===== src/rtl/booth_multiplier_8bits_pkg.sv =====
// Shared definitions for the Booth multiplier stage: FSM encoding, iteration count and the
// start/finish handshake used by this stage and the upstream complement-conversion stage.
package booth_multiplier_8bits_pkg;

  // FSM state encoding
  localparam logic [1:0] StIdle = 2'd0;
  localparam logic [1:0] StRun  = 2'd1;
  localparam logic [1:0] StDone = 2'd2;

  localparam int unsigned MULT_ITER = 8;

  // Booth recoding of {q[0], q_m1}; the other two codes leave the accumulator unchanged.
  localparam logic [1:0] BoothAdd = 2'b01;
  localparam logic [1:0] BoothSub = 2'b10;

  // Handshake: the sequencer raises `sel` for exactly one cycle to start an operation; the
  // stage raises `finish` as a level that stays up until the next `sel` or reset.
  localparam int unsigned HS_SEL_PULSE_CYCLES = 1;

  typedef struct packed {
    logic sel;
    logic finish;
  } stage_hs_t;

endpackage


===== src/rtl/booth_addsub.sv =====
// Combinational accumulator update for one Booth step: add, subtract or pass the multiplicand
// according to the recoded pair {q[0], q_m1}.
module booth_addsub
  import booth_multiplier_8bits_pkg::*;
#(
  parameter int unsigned WIDTH = 8
) (
  input  logic [WIDTH:0] acc,
  input  logic [WIDTH:0] mcand,
  input  logic [1:0]     sel,
  output logic [WIDTH:0] acc_next
);

  always_comb begin
    acc_next = acc;
    unique case (sel)
      BoothAdd: acc_next = acc + mcand;
      BoothSub: acc_next = acc - mcand;
      default:  acc_next = acc;
    endcase
  end

endmodule


===== src/rtl/booth_multiplier_8bits.sv =====
// Sequential radix-2 Booth multiplier: one recoded add/subtract plus arithmetic shift per cycle,
// producing a registered 2*WIDTH-bit signed product after WIDTH iterations.
module booth_multiplier_8bits
  import booth_multiplier_8bits_pkg::*;
#(
  parameter int unsigned WIDTH = 8
) (
  input  logic               clk,
  input  logic               rst,
  input  logic               mult_sel,
  input  logic [WIDTH-1:0]   a,
  input  logic [WIDTH-1:0]   b,
  output logic [2*WIDTH-1:0] product,
  output logic               mult_finish,
  output logic               busy
);

  localparam logic [3:0] LastIter = 4'(MULT_ITER - 1);

  logic [1:0]         state_q, state_d;
  logic [WIDTH:0]     acc_q, acc_d;
  logic [WIDTH-1:0]   q_q, q_d;
  logic               q_m1_q, q_m1_d;
  logic [WIDTH:0]     mcand_q, mcand_d;
  logic [3:0]         cnt_q, cnt_d;
  logic [2*WIDTH-1:0] product_q, product_d;
  logic               finish_q, finish_d;
  logic               busy_q, busy_d;

  logic [WIDTH:0]     acc_sum;
  logic [WIDTH:0]     acc_sh;
  logic [WIDTH-1:0]   q_sh;

  booth_addsub #(
    .WIDTH (WIDTH)
  ) u_addsub (
    .acc      (acc_q),
    .mcand    (mcand_q),
    .sel      ({q_q[0], q_m1_q}),
    .acc_next (acc_sum)
  );

  // Arithmetic right shift of {acc', q, q_m1}; the sign bit of acc' is replicated.
  assign acc_sh = {acc_sum[WIDTH], acc_sum[WIDTH:1]};
  assign q_sh   = {acc_sum[0], q_q[WIDTH-1:1]};

  always_comb begin
    state_d   = state_q;
    acc_d     = acc_q;
    q_d       = q_q;
    q_m1_d    = q_m1_q;
    mcand_d   = mcand_q;
    cnt_d     = cnt_q;
    product_d = product_q;
    finish_d  = finish_q;
    busy_d    = busy_q;

    if (mult_sel) begin
      // A start pulse reloads from any state, including mid-run.
      mcand_d   = {a[WIDTH-1], a};
      q_d       = b;
      acc_d     = '0;
      q_m1_d    = 1'b0;
      cnt_d     = '0;
      product_d = '0;
      finish_d  = 1'b0;
      busy_d    = 1'b1;
      state_d   = StRun;
    end else begin
      unique case (state_q)
        StIdle: begin
          finish_d = 1'b0;
        end
        StRun: begin
          acc_d  = acc_sh;
          q_d    = q_sh;
          q_m1_d = q_q[0];
          cnt_d  = cnt_q + 4'd1;
          if (cnt_q == LastIter) begin
            product_d = {acc_sh[WIDTH-1:0], q_sh};
            finish_d  = 1'b1;
            busy_d    = 1'b0;
            state_d   = StDone;
          end
        end
        StDone: begin
          state_d = StDone;
        end
        default: begin
          state_d  = StIdle;
          finish_d = 1'b0;
          busy_d   = 1'b0;
        end
      endcase
    end
  end

  always_ff @(posedge clk) begin
    if (rst) begin
      state_q   <= StIdle;
      acc_q     <= '0;
      q_q       <= '0;
      q_m1_q    <= 1'b0;
      mcand_q   <= '0;
      cnt_q     <= '0;
      product_q <= '0;
      finish_q  <= 1'b0;
      busy_q    <= 1'b0;
    end else begin
      state_q   <= state_d;
      acc_q     <= acc_d;
      q_q       <= q_d;
      q_m1_q    <= q_m1_d;
      mcand_q   <= mcand_d;
      cnt_q     <= cnt_d;
      product_q <= product_d;
      finish_q  <= finish_d;
      busy_q    <= busy_d;
    end
  end

  assign product     = product_q;
  assign mult_finish = finish_q;
  assign busy        = busy_q;

endmodule

===== config.mk =====
export PLATFORM = sky130hd
export DESIGN_NAME = booth_multiplier_8bits
export DESIGN_NICKNAME = d
export VERILOG_FILES = /design/src/rtl/booth_multiplier_8bits_pkg.sv /design/src/rtl/booth_addsub.sv /design/src/rtl/booth_multiplier_8bits.sv
export SDC_FILE = /design/constraint.sdc
export NUM_CORES = 1
export LEC_CHECK = 0
export BUFFER_PORTS_ARGS = -buffer_cell sky130_fd_sc_hd__buf_2
export CAP_MARGIN = 10
export CELL_PAD_IN_SITES_DETAIL_PLACEMENT = 0
export CELL_PAD_IN_SITES_GLOBAL_PLACEMENT = 2
export CORE_AREA = 3 3 82 103
export DETAILED_ROUTE_END_ITERATION = 7
export DIE_AREA = 0 0 85 106
export GPL_TIMING_DRIVEN = 0
export PLACE_DENSITY = 0.79
export SYNTH_ARGS = -nofsm -noshare
export SYNTH_HDL_FRONTEND = slang
export SYNTH_SLANG_ARGS = --single-unit

===== constraint.sdc =====
create_clock -name clk -period 3.2 [get_ports clk]
set_input_delay 0.64 -clock clk [delete_from_list [all_inputs] [get_ports clk]]
set_output_delay 0.64 -clock clk [all_outputs]
set_load 0.1 [all_outputs]

After elaboration in Yosys (flattened, before gate mapping)
Cells that the tools add are included.

storage, ports and cells
  bits in registers = 49
  output and inout port bits = 18
  word-level logic and storage cells = 44

cells by class
  add/subtract/negate cells = 3
  eq/ne operators = 9
  mux-type cells = 11
  bitwise logic cells = 2
  reductions and logical operators = 9

operator list
  operator             count
  $pmux 9 s2           1
  $mux 8               2
  $reduce_and 2->1     5
  $add 8x8->9          1
  $sub 8x8->9          1
  $pmux 2 s3           1
  $add 4x1->4 const B  1
  $eq 2x1->1 const B   2
  $eq 2x2->1 const B   2
  $eq 4x3->1 const B   1
  $mux 1               4
  $ne 2x2->1 const B   2
  $pmux 1 s2           2
  $reduce_or 2->1      2
  $ne 3x3->1 const B   1
  $logic_not 2->1      1
  $mux 2               1
  $ne 2x1->1 const B   1
  $not 1->1            2
  $reduce_bool 2->1    1

Depth between registers and ports, before layout
  depth in word-level cells = 4
  gate-level depth with buffers = 11

Hierarchy
Synthesis repeated with hierarchy kept, for this count alone.

unflattened totals
  cell total of the unflattened synthesis = 303
  area, all modules = 2651.3 um2

by module, submodules not included
  module                  times used  cells each  area each (um2)  seq. area each (um2)
  booth_multiplier_8bits  1           210         1984.4           980.9
  booth_addsub            1           93          666.9            0.0

Least setup slack after synthesis
OpenSTA, ideal clock, no wires.

  path type = reg-to-reg
  start = reg q_m1_q
  end = reg acc_q[7] (netlist name)
  library setup time = 70 ps
  arrival time = 2394 ps
  data required time = 3130 ps
  slack = 736 ps
  stages on the path, launching flop included = 12
  buffers on the path = 1
  cells stage by stage = dfxtp_1 > inv_1 > ha_1 > buf_2 > a31oi_1 > xnor2_1 > ha_1 > a2111oi_2 > o21ai_2 > and3_1 > or4_1 > a21oi_1

on the way
  cells in the longest elaborated chain, start to end = 2
  elaborated cells on any way between the ends = 3
  classes of those cells = eq/ne: 2; mux: 1

RTL lines
  what                                      RTL line                       text
  start: declaration                        booth_multiplier_8bits.sv:23   logic q_m1_q, q_m1_d;
  start signal: assignment                  booth_multiplier_8bits.sv:113  q_m1_q <= q_m1_d;
  $eq 2x2->1 or $eq 2x1->1 (tied branches)  booth_addsub.sv:16             unique case (sel)
  $pmux 9 s2 (*)                            booth_addsub.sv:16

Mark *: on every way between the ends. The rest lies on a longest branch, timed or not.
A chain may end at the register's enable or synchronous reset.

Worst setup path after layout
  start = reg q_m1_q
  end = reg acc_q[7] (netlist name)

on the way
  cells in the longest elaborated chain, start to end = 2
  elaborated cells on any way between the ends = 3
  classes of those cells = eq/ne: 2; mux: 1

RTL lines
  what                                      RTL line
  $eq 2x2->1 or $eq 2x1->1 (tied branches)  booth_addsub.sv:16
  $pmux 9 s2 (*)                            booth_addsub.sv:16

Marked as above.

==> qor.txt <==
Synth area leaders: dfxtp_1, mux2i_1, ha_1
TNS Setup: 0 ns
clk_lat worst skew: 0.30 ns
Adder-Cell Fraction of Synth Area: 0.0773
RSZ-0062 raised after global routing: no
Combinational Power Share: 0.216
vias in the first global route: 2149
leak pwr: 1.20 nW
IO buf count: 35
PnR Total Power: 1.29 mW
syn avg cell area: 8.50 um2
IO Pins: 37
register area share after synthesis: 0.389
xor/xnor cell area share of the yosys netlist: 0.0486
r2r endpoint: acc_q[7]
final setup vio count: 0
Synth Register Bits: 49
Max Root-Sink Buffers: 2
hold crit path type: flip-flop to flip-flop
total congestion overflow: 0
CP required: 3.43 ns
worst slew pin tran: 0.631 ns
core area: 7490 um2
Post-synth EDFFs: 0
setup bufs post-CTS: 0
number of library cell types mapped by synthesis: 45
DRC: 0
Max-Cap Viols: 0
Reg clk slew, reported paths: 0.09 ns
post-synth top area cell: dfxtp_1
DR vias/cell: 4.92
Initial Utilization: 0.337
Sw Ratio: 0.302
Post-synth ARST share: 0
internal cell power: 0.900 mW
GP Congestion: 0.740
DRT Pass-1 Iters: 4
crit-path max FO: 8
initial antenna violation count: 0
flop2flop setup slack: 0.52 ns
wire length per cell: 14.0 um
P per Cell Area: 445 nW/um2
Seq pwr share: 0.504
FMAX: 0.373 GHz
via count: 2127
Reg-to-Reg Start: q_m1_q
CTS Hold Bufs: 0
CTS tree: yes
number of DRC markers in iteration 0: 73
Period Utilization, post-route: 0.838
tightest hold margin: 0.457 ns
Max rail drop VDD: 0.245 mV
Compound-Gate Fraction of Synth Area: 0.177
CTS Buf Count: 5
total track usage: 0.144
H-tree lvl count: 2
Hold Vio Cnt, Final: 0
largest family of logic cells by synthesized area: compound AO/OA/AOI/OAI gates
first-pass GRT wire length: 10500 um
reg2reg path depth: 11
syn_nets: 331
post-synthesis mux area share: 0.0992
fin nets: 373
outcome: finished clean
Detailed Place HPWL: 4660 um
wirelength, routed: 6030 um
worst path arrival time: 2.91 ns
die height: 106 um
crit path kind: flip-flop to flip-flop
clock skew: 0.00271 ns
Die ar.: 9010 um2
Final Slew Violations: 0
Clock Power Share: 0.280
Synth warnings: 0
Net Switching: 0.389 mW
Post-Synth Simple-Gate Area: 0.169
most common cell after layout, fill and taps aside: dfxtp_1
Area Overhead vs Synth: 14.8%
CP startpoint kind: flip-flop
ANT nets after route: 0
top cell type's share of synthesized area: 0.389
Max-Slew Margin vs Limit: 0.580
hold depth: 2
clock sink total: 49
std cell rows: 35
Diodes inserted: 0
ys flop type: dfxtp_1
Synth Instances: 297
synthesized cell area: 2520 um2
Die X: 85 um
HP Start: product[6]
layout cells sized above 1: 0.150
Period minus WS final: 2.68 ns
most frequent cells in the layout: dfxtp_1, nor2_1, buf_2
Clock Tree Root: clkbuf_8
# resized after CTS: 0
Hold EP: product[6]
Worst setup EP type: flip-flop
largest net degree at the start of global routing: 15
-- power by group through the flow --
stage | Sequential [mW] | Clock [mW] | Combinational, mW
global route | 0.653 | 0.395 | 0.319
finish | 0.649 | 0.361 | 0.279
floorplan | 0.664 | 0 | 0.212
global placement | 0.664 | 0 | 0.280
detailed placement | 0.663 | 0 | 0.281
CTS | 0.649 | 0.378 | 0.284
-- stage by stage --
step | std cells | utilization | area [um2] | worst slack (ns)
2_1_floorplan | 297 | - | 2520 | 0.736
3_3_place_gp | 424 | 0.376 | 2810 | 0.528
3_5_place_dp | 424 | 0.376 | 2810 | 0.492
4_1_cts | 432 | 0.387 | 2900 | 0.467
5_1_grt | 432 | 0.387 | 2900 | 0.318
6_report | 432 | 0.387 | 2900 | 0.518
-- layer usage --
metal / share of wire / vias up / GRT usage
met3: 0.024 / 8 / 0.0240
li1: - / 1116 / -
met1: 0.46 / 977 / 0.182
met2: 0.49 / 26 / 0.247
met5: 0 / - / 0
met4: 0.020 / 0 / 0.0441
-- synth_stat cells (3+ instances only) --
cell type / n
a211oi_1: 3
a21oi_1: 33
a31oi_1: 5
buf_1: 4
clkbuf_1: 11
dfxtp_1: 49
ha_1: 14
inv_1: 8
mux2i_1: 25
nand2_1: 27
nand2b_1: 3
nor2_1: 45
nor2b_1: 3
nor3_1: 4
o21ai_0: 17
xnor2_1: 10
xor2_1: 4
-- sequential cells by signal, indices dropped and copies added, names as in the netlist --
register / cells
q_q: 8
acc_q: 8
q_m1_q: 1
product: 16
mult_finish: 1
cnt_q: 4
busy: 1
mcand_q: 8
state_q: 2
-- worst max-delay path by stage --
| stage | start | endpoint | cells after the start |
|---|---|---|---|
| 2_1_floorplan | q_m1_q | acc_q[7] | 11 |
| 3_3_place_gp | q_m1_q | acc_q[7] | 11 |
| 3_5_place_dp | q_m1_q | acc_q[7] | 11 |
| 4_1_cts | q_m1_q | acc_q[7] | 11 |
| 5_1_grt | q_m1_q | acc_q[7] | 11 |
| 6_report | q_m1_q | acc_q[7] | 11 |
-- cell type report --
class	count	area, um2
well taps	92	115
flip-flops and latches	49	981
clock inverters	2	10.0
fillers	802	4590
plain buffers	17	66.3
multi-input cells	222	1440
clock buffers	6	72.6
inverters	9	33.8
repair buffers	35	175
-- worst max-delay path, cell delays in order, from the launching register on --
cell	delay (ns)
dfxtp_1	0.34
inv_1	0.04
ha_1	0.16
buf_2	0.17
a31oi_1	0.18
xnor2_1	0.18
ha_1	0.34
a2111oi_2	0.34
o21ai_2	0.11
and3_1	0.21
or4_1	0.40
a21oi_1	0.14
-- kinds of logic after synthesis --
kind of cell / Yosys count
compound gates: 74
xor+xnor: 14
fa+ha+maj: 15
buf+inv: 26
flops: 49
mux: 25
simple gates: 94
No activity file was read; power rests on OpenSTA's default activity.
